File: config.mk
export PLATFORM = sky130hd
export DESIGN_NAME = loader_tile_param
export DESIGN_NICKNAME = d
export VERILOG_FILES = /design/src/rtl/loader_tile_param.sv
export SDC_FILE = /design/constraint.sdc
export NUM_CORES = 1
export LEC_CHECK = 0
export ABC_AREA = 1
export ABC_CLOCK_PERIOD_IN_PS = 1900
export CAP_MARGIN = 20
export CORE_MARGIN = 4
export CORE_UTILIZATION = 40
export CTS_CLUSTER_DIAMETER = 60
export DETAILED_ROUTE_END_ITERATION = 7
export GPL_TIMING_DRIVEN = 0
export PLACE_DENSITY = 0.74
export SLEW_MARGIN = 40
export SYNTH_ARGS = -nofsm -noshare
export SYNTH_HDL_FRONTEND = slang
export SYNTH_SLANG_ARGS = --single-unit
export TNS_END_PERCENT = 1
File: constraint.sdc
create_clock -name clock -period 1.9 [get_ports clock]
set_input_delay 0.19 -clock clock [delete_from_list [all_inputs] [get_ports clock]]
set_output_delay 0.19 -clock clock [all_outputs]
set_load 0.05 [all_outputs]
File: src/rtl/loader_tile_param.sv
// Tile configuration loader: decodes a tile address into a one-hot target
// strobe plus local address, with valid/ready handshake, bursts and error reporting.
module loader_tile_param #(
    parameter int TILE_ADDR_W  = 10,
    parameter int LOCAL_ADDR_W = 9,
    parameter int DATA_W       = 8,
    parameter int NB_TARGETS   = 2,
    parameter int BURST_LEN_W  = 8
) (
    input  logic                    clock,
    input  logic                    reset,
    input  logic                    select_tile,
    input  logic                    cfg_valid,
    output logic                    cfg_ready,
    input  logic                    cfg_burst,
    input  logic [BURST_LEN_W-1:0]  cfg_len,
    input  logic [TILE_ADDR_W-1:0]  address_tile,
    input  logic [DATA_W-1:0]       data_tile,
    input  logic                    tgt_hold,
    output logic [NB_TARGETS-1:0]   tgt_select,
    output logic [LOCAL_ADDR_W-1:0] tgt_address,
    output logic [DATA_W-1:0]       tgt_data,
    output logic                    busy,
    output logic                    done,
    output logic                    err
);

    localparam int T_W = TILE_ADDR_W - LOCAL_ADDR_W;

    typedef enum logic {
        IDLE  = 1'b0,
        BURST = 1'b1
    } state_e;

    state_e                  state_q;
    logic [T_W-1:0]          idx_q;
    logic [LOCAL_ADDR_W-1:0] addr_q;
    logic [BURST_LEN_W-1:0]  left_q;
    logic [NB_TARGETS-1:0]   sel_q;
    logic [LOCAL_ADDR_W-1:0] taddr_q;
    logic [DATA_W-1:0]       tdata_q;
    logic                    busy_q;
    logic                    done_q;
    logic                    err_q;

    logic                    accept_s;
    logic [T_W-1:0]          idx_s;
    logic [LOCAL_ADDR_W-1:0] local_s;
    logic                    single_s;
    logic                    bad_s;

    function automatic logic [NB_TARGETS-1:0] onehot(input logic [T_W-1:0] i);
        logic [NB_TARGETS-1:0] r;
        r = '0;
        for (int k = 0; k < NB_TARGETS; k++) begin
            if (32'(i) == 32'(k)) begin
                r[k] = 1'b1;
            end else begin
                r[k] = 1'b0;
            end
        end
        return r;
    endfunction

    assign cfg_ready   = ~reset & ~tgt_hold;
    assign tgt_select  = sel_q;
    assign tgt_address = taddr_q;
    assign tgt_data    = tdata_q;
    assign busy        = busy_q;
    assign done        = done_q;
    assign err         = err_q;

    // First-beat decode: target index, local address, single-vs-burst
    always_comb begin
        accept_s = cfg_valid & cfg_ready;
        idx_s    = address_tile[TILE_ADDR_W-1:LOCAL_ADDR_W];
        local_s  = address_tile[LOCAL_ADDR_W-1:0];
        single_s = ~cfg_burst | (cfg_len <= BURST_LEN_W'(1));
        bad_s    = 32'(idx_s) >= 32'(NB_TARGETS);
    end

    // Transfer FSM with registered write strobe, address/data and status pulses
    always_ff @(posedge clock) begin
        if (reset) begin
            state_q <= IDLE;
            idx_q   <= '0;
            addr_q  <= '0;
            left_q  <= '0;
            sel_q   <= '0;
            taddr_q <= '0;
            tdata_q <= '0;
            busy_q  <= 1'b0;
            done_q  <= 1'b0;
            err_q   <= 1'b0;
        end else begin
            sel_q  <= '0;
            done_q <= 1'b0;
            err_q  <= 1'b0;
            case (state_q)
                IDLE: begin
                    if (accept_s && select_tile) begin
                        if (bad_s) begin
                            err_q <= 1'b1;
                        end else begin
                            sel_q   <= onehot(idx_s);
                            taddr_q <= local_s;
                            tdata_q <= data_tile;
                            if (single_s) begin
                                done_q <= 1'b1;
                            end else begin
                                idx_q   <= idx_s;
                                addr_q  <= local_s + LOCAL_ADDR_W'(1);
                                left_q  <= cfg_len - BURST_LEN_W'(1);
                                busy_q  <= 1'b1;
                                state_q <= BURST;
                            end
                        end
                    end
                end
                BURST: begin
                    // Deselect aborts the burst even with a beat pending
                    if (!select_tile) begin
                        err_q   <= 1'b1;
                        busy_q  <= 1'b0;
                        state_q <= IDLE;
                    end else if (accept_s) begin
                        sel_q   <= onehot(idx_q);
                        taddr_q <= addr_q;
                        tdata_q <= data_tile;
                        addr_q  <= addr_q + LOCAL_ADDR_W'(1);
                        left_q  <= left_q - BURST_LEN_W'(1);
                        if (left_q == BURST_LEN_W'(1)) begin
                            done_q  <= 1'b1;
                            busy_q  <= 1'b0;
                            state_q <= IDLE;
                        end
                    end
                end
                default: begin
                    busy_q  <= 1'b0;
                    state_q <= IDLE;
                end
            endcase
        end
    end

endmodule

==> reports/qor.csv, run 1 <==
stage,metric,value,unit
cts,clk root buf,clkbuf_8,
detailed_routing,Wirelength per Cell,12.12,um
pwr,sw frac,0.2627,
logic_synthesis,area fraction of the dominant cell type after synthesis,0.3366,
detailed_routing,vias per cell,4.796,
finish,# diodes,0,
finish,Finished Layout Cells,500,
finish,share of cells above drive strength 1,0.1176,
sta,Final Hold Viols,0,
pwr,PD cells,621.8,nW/um^2
grt,grt total ovfl,0,
pwr,Clock Power Share,0.366,
sta,Period minus WS final,1.827,ns
sta,RSZ-0062 raised after global routing,false,
cts,setup bufs post-CTS,0,
cts,Clock Path Buffers,2,
sta,Pins Over Slew Limit,0,
grt,GRT Overall Usage,0.1733,
placed_design,input/output buffers,53,
finish,"commonest cells after routing, fill and taps aside","102 x nand2_1, 70 x nor2_1, 53 x clkdlybuf4s50_1",
grt,number of global-route vias before repair,2410,
logic_synthesis,Synth area leaders,"dfxtp_1 34%, nand2_1 16%, nor2_1 11%",
detailed_routing,drt first pass iters,4,
finish,area delta synth->final,30.48,%
pwr,Leak,1.449,nW
logic_synthesis,post-synthesis cell type count,30,
floorplan,Die ar.,7410,um^2
cts,"Clk Latency, worst-skew pair",0.29,ns
grt,first-pass GRT wire length,10540,um
floorplan,CORE AREA,5921,um^2
cts,CTS H-tree depth,2,
detailed_routing,final wirelength,6061,um
job,Max Cap Viol,0,
pwr,NetSw,0.5197,mW
logic_synthesis,Post-Syn Nets,401,
sta,Worst-Margin Slew,0.5287,ns
logic_synthesis,register bit total from synthesis,41,
cts,CTS tree,yes,
logic_synthesis,sequential element share of the synthesized area,0.3366,
pwr,Internal,1.459,mW
sta,WHS,0.1271,ns
detailed_routing,DR DRC count,0,
placed_design,pre-CTS setup slack,-0.1602,ns
cts,clk sinks,41,
detailed_routing,routed via count,2398,
pwr,worst ir drop on vdd,391.3,uV
cts,CTS Hold Buffers Added,0,
grt,initial antenna violation count,0,
setup_path,kind of critical path,input pin to output pin,
logic_synthesis,synthesized instance count,364,
setup_path,critical path capture point type,output pin,
placed_design,HPWL after DPL,4672,um
outcome,status,finished clean,
hold_path,Hold Crit Class,input pin to flop,
logic_synthesis,Mapped Area,2439,um^2
floorplan,# rows,28,
setup_path,CP arrival,1.64,ns
sta,Setup-failing EPs final,0,
floorplan,Die W,86.08,um
finish,"commonest non-fill, non-tap cell in the layout",nand2_1,
sta,Max Fclk,547.4,MHz
placed_design,placed insts,492,
pwr,Reg power frac,0.451,
setup_path,"Data required, critical path",1.71,ns
logic_synthesis,Yosys top cell by area,dfxtp_1,
sta,Worst Skew,0.006164,ns
detailed_routing,antenna-violating nets left,0,
logic_synthesis,mean post-synth cell area,6.699,um^2
floorplan,initial core utilization,0.4119,
cts,"Reg clk slew, reported paths",0.08,ns
placed_design,final estimated routing congestion in global placement,0.9012,
floorplan,Die Ht,86.08,um
sta,fin crit share,0.9614,
sta,max_slew headroom,0.6464,
sta,final setup margin,0.07330,ns
setup_path,"Max FO, Critical Path",2,
detailed_routing,initial drt markers,96,
finish,final cell utilization of the core,0.5374,
finish,Fillers,591,
logic_synthesis,synth warn,0,
cts,total CTS buffers,5,
pwr,Logic pwr share,0.183,
sta,sum of negative setup slack,0,ns
grt,largest net degree at the start of global routing,13,
finish,nets,461,
floorplan,Ports,55,
setup_path,startpoint types,input pin,
==> Yosys cell counts <==
cell type	count
a21oi_1	10
a21oi_2	1
a31oi_1	1
buf_1	1
buf_2	3
buf_6	8
clkbuf_1	2
dfxtp_1	41
ha_1	5
inv_1	32
inv_2	3
mux2i_1	1
nand2_1	102
nand2_2	10
nand2_4	5
nand3_1	22
nand3b_1	2
nand4_1	5
nand4_4	2
nor2_1	70
nor2_2	4
nor2_4	3
nor2_8	2
nor3_1	1
o21ai_0	20
o21bai_1	1
o31ai_1	1
or2_2	1
xnor2_1	2
xor2_1	3
==> power groups by stage <==
| stage | logic (mW) | registers [mW] | clock network [mW] |
|---|---|---|---|
| 3_3_place_gp | 0.358 | 0.911 | 0 |
| 2_1_floorplan | 0.180 | 0.953 | 0 |
| 3_5_place_dp | 0.361 | 0.912 | 0 |
| 4_1_cts | 0.364 | 0.892 | 0.744 |
| 5_1_grt | 0.401 | 0.895 | 0.782 |
| 6_report | 0.363 | 0.892 | 0.724 |
==> final cells by class <==
cell class | count | area [um^2] | share of cell area
Timing Repair Buffer | 53 | 530.5 | 0.1667
Inverter | 35 | 131.4 | 0.04129
Tap cell | 75 | 93.84 | 0.02949
Clock buffer | 7 | 86.33 | 0.02713
Multi-Input combinational cell | 274 | 1373 | 0.4314
Buffer | 14 | 116.4 | 0.03657
Clock inverter | 1 | 30.03 | 0.009438
Sequential cell | 41 | 820.8 | 0.2580
==> metal layers <==
metal | part of all wire | track usage | vias to the layer above | wire length (um)
met2 | 0.47 | 0.2964 | 62 | 2819
met1 | 0.45 | 0.2030 | 1075 | 2708
li1 | - | - | 1253 | -
met4 | 0.013 | 0.05036 | 0 | 76
met3 | 0.075 | 0.06148 | 8 | 456
met5 | 0 | 0 | - | 0
==> state kept, by name (all words and copies together), names as in the netlist <==
name,cells
tgt_select,2
tgt_data,8
busy,1
left_q,8
done,1
tgt_address,9
state_q,1
addr_q,9
idx_q,1
err,1
==> per-stage QoR <==
stage / instance area, um^2 / power, mW
floorplan: 2439 / 1.133
global placement: 3063 / 1.269
detailed placement: 3063 / 1.273
CTS: 3179 / 1.999
global route: 3182 / 2.078
finish: 3182 / 1.978
==> critical path, cell delays in order <==
cell and delay, ns:
clkdlybuf4s50_1 0.49, nor2_8 0.15, clkdlybuf4s50_1 0.80
==> cell families (layout without fill, tap and decap cells) <==
family / count (synthesis) / in the layout / share of synthesized area
AND/OR/NAND/NOR: 229 / 229 / 0.4402
buffers and inverters: 49 / 110 / 0.1016
flip-flops: 41 / 41 / 0.3366
AO/OA/AOI/OAI: 34 / 34 / 0.07389
adder cells (fa/ha/maj): 5 / 5 / 0.02565
XOR/XNOR: 5 / 5 / 0.01796
multiplexers: 1 / 1 / 0.004105
==> repair_timing <==
action / CTS / global route
endpoints found under the hold margin: 0 / 0
endpoints found under the setup margin: 0 / 3
gates resized for setup: 0 / 1
==> worst paths after layout <==
path                  start              to  slack [ns]  depth (start not counted)
max                tgt_hold       cfg_ready        0.07                          3
min                   reset  tgt_address[0]        0.13                          2
max reg2reg         state_q       addr_q[8]        0.21                         12
min reg2reg  tgt_address[2]  tgt_address[2]        0.46                          2
Power figures use the tool's default switching activity.
==> run 2: changes to the inputs <==
--- a/config.mk
+++ b/config.mk
@@ -6,10 +6,11 @@
 export NUM_CORES = 1
 export LEC_CHECK = 0
 export ABC_AREA = 1
-export ABC_CLOCK_PERIOD_IN_PS = 1900
+export ABC_CLOCK_PERIOD_IN_PS = 1950
 export CAP_MARGIN = 20
 export CORE_MARGIN = 4
 export CORE_UTILIZATION = 40
+export CTS_BUF_LIST = sky130_fd_sc_hd__clkbuf_8
 export CTS_CLUSTER_DIAMETER = 60
 export DETAILED_ROUTE_END_ITERATION = 7
 export GPL_TIMING_DRIVEN = 0
==> constraint.sdc (replaced) <==
create_clock -name clock -period 1.95 [get_ports clock]
set_input_delay 0.195 -clock clock [delete_from_list [all_inputs] [get_ports clock]]
set_output_delay 0.195 -clock clock [all_outputs]
set_load 0.05 [all_outputs]
==> reports/qor.csv, run 2 (synthesis results as in run 1) <==
stage,metric,value,unit
outcome,status,finished clean,
finish,# diodes,0,
pwr,Leak,1.455,nW
cts,CTS Hold Buffers Added,0,
grt,GRT Overall Usage,0.1733,
cts,Clock Path Buffers,2,
hold_path,Hold Crit Class,input pin to flop,
sta,Pins Over Slew Limit,0,
placed_design,input/output buffers,53,
sta,fin crit share,0.9419,
sta,sum of negative setup slack,0,ns
setup_path,startpoint types,input pin,
cts,"Clk Latency, worst-skew pair",0.29,ns
floorplan,Die Ht,86.08,um
grt,number of global-route vias before repair,2410,
cts,clk root buf,clkbuf_8,
detailed_routing,drt first pass iters,4,
detailed_routing,Wirelength per Cell,12.09,um
placed_design,HPWL after DPL,4672,um
placed_design,final estimated routing congestion in global placement,0.9012,
finish,Reg area,820.8,um^2
pwr,Logic pwr share,0.183,
cts,setup bufs post-CTS,0,
sta,Max Fclk,544.5,MHz
sta,Worst Skew,0.005401,ns
setup_path,CP arrival,1.64,ns
pwr,PD cells,605.0,nW/um^2
pwr,Reg power frac,0.452,
pwr,worst ir drop on vdd,381.3,uV
detailed_routing,antenna-violating nets left,0,
grt,grt total ovfl,0,
sta,Final Hold Viols,0,
sta,Worst-Margin Slew,0.5282,ns
detailed_routing,vias per cell,4.806,
sta,RSZ-0062 raised after global routing,false,
pwr,sw frac,0.2640,
pwr,total power,1.923,mW
cts,CTS tree,yes,
floorplan,Die ar.,7410,um^2
grt,initial antenna violation count,0,
sta,Period minus WS final,1.837,ns
pwr,NetSw,0.5077,mW
finish,area delta synth->final,30.37,%
detailed_routing,routed via count,2403,
floorplan,Ports,55,
finish,multi-input logic area,1370,um^2
finish,"commonest cells after routing, fill and taps aside","102 x nand2_1, 70 x nor2_1, 53 x clkdlybuf4s50_1",
detailed_routing,final wirelength,6044,um
setup_path,"Max FO, Critical Path",2,
setup_path,"Data required, critical path",1.75,ns
detailed_routing,initial drt markers,93,
finish,"commonest non-fill, non-tap cell in the layout",nand2_1,
sta,max_slew headroom,0.6468,
detailed_routing,DR DRC count,0,
floorplan,# rows,28,
pwr,Internal,1.416,mW
pwr,Clock Power Share,0.365,
sta,Setup-failing EPs final,0,
setup_path,kind of critical path,input pin to output pin,
cts,total CTS buffers,5,
cts,Resized Gates After CTS,0,
grt,first-pass GRT wire length,10540,um
cts,clk sinks,41,
grt,largest net degree at the start of global routing,13,
floorplan,CORE AREA,5921,um^2
cts,CTS H-tree depth,2,
finish,share of cells above drive strength 1,0.1153,
floorplan,initial core utilization,0.4119,
cts,"Reg clk slew, reported paths",0.08,ns
finish,Fillers,591,
floorplan,Die W,86.08,um
setup_path,critical path capture point type,output pin,
job,Max Cap Viol,0,
finish,nets,461,
## run 2: cell types whose count changed in the layout (fill, tap and decap cells not counted)
cell      previous run  this run
clkbuf_1             3         2
ha_1                 4         5
ha_2                 1         0
inv_1               32        33
## run 2: worst paths after layout
check | startpoint | to | slack, ns | cells past startpoint
worst max-delay path | tgt_hold | cfg_ready | 0.11 | 3
worst min-delay path | reset | tgt_address[0] | 0.13 | 2
worst max register to register | state_q | addr_q[8] | 0.26 | 12
worst min register to register | tgt_address[2] | tgt_address[2] | 0.46 | 2
## run 2: critical path, cell delays in order
cell and delay, ns:
clkdlybuf4s50_1 0.49, nor2_8 0.15, clkdlybuf4s50_1 0.80
## run 2: cell type report
cell class	count	area share
Buffer	14	0.03660
Inverter	35	0.04132
Clock buffer	6	0.02597
Clock inverter	2	0.01063
Sequential cell	41	0.2582
Tap cell	75	0.02952
Timing Repair Buffer	53	0.1669
Multi-Input combinational cell	274	0.4309
## run 2: per-stage QoR
step | setup slack, ns | cells | cell area [um^2] | hold WS (ns) | utilization
after floorplan | 0.4764 | 364 | 2439 | 0.2718 | -
after global routing | 0.02998 | 500 | 3179 | 0.1453 | 0.5370
after detailed placement | -0.1152 | 492 | 3063 | 0.4456 | 0.5173
final | 0.1133 | 500 | 3179 | 0.1310 | 0.5370
after global placement | -0.08663 | 492 | 3063 | 0.4477 | 0.5173
after CTS | 0.1025 | 500 | 3179 | 0.1323 | 0.5370
## run 2: power groups by stage
stage / Combinational [mW] / Sequential (mW) / Clock (mW)
final: 0.353 / 0.869 / 0.701
after global routing: 0.390 / 0.872 / 0.757
after CTS: 0.354 / 0.869 / 0.719
after detailed placement: 0.352 / 0.889 / 0
after global placement: 0.349 / 0.888 / 0
after floorplan: 0.176 / 0.929 / 0
## run 2: per-layer routing
metal,global-route usage,vias to the layer above,wire (um)
li1,-,1255,-
met1,0.2030,1072,2705
met2,0.2964,63,2772
met3,0.06148,13,450
met4,0.05036,0,116
met5,0,-,0
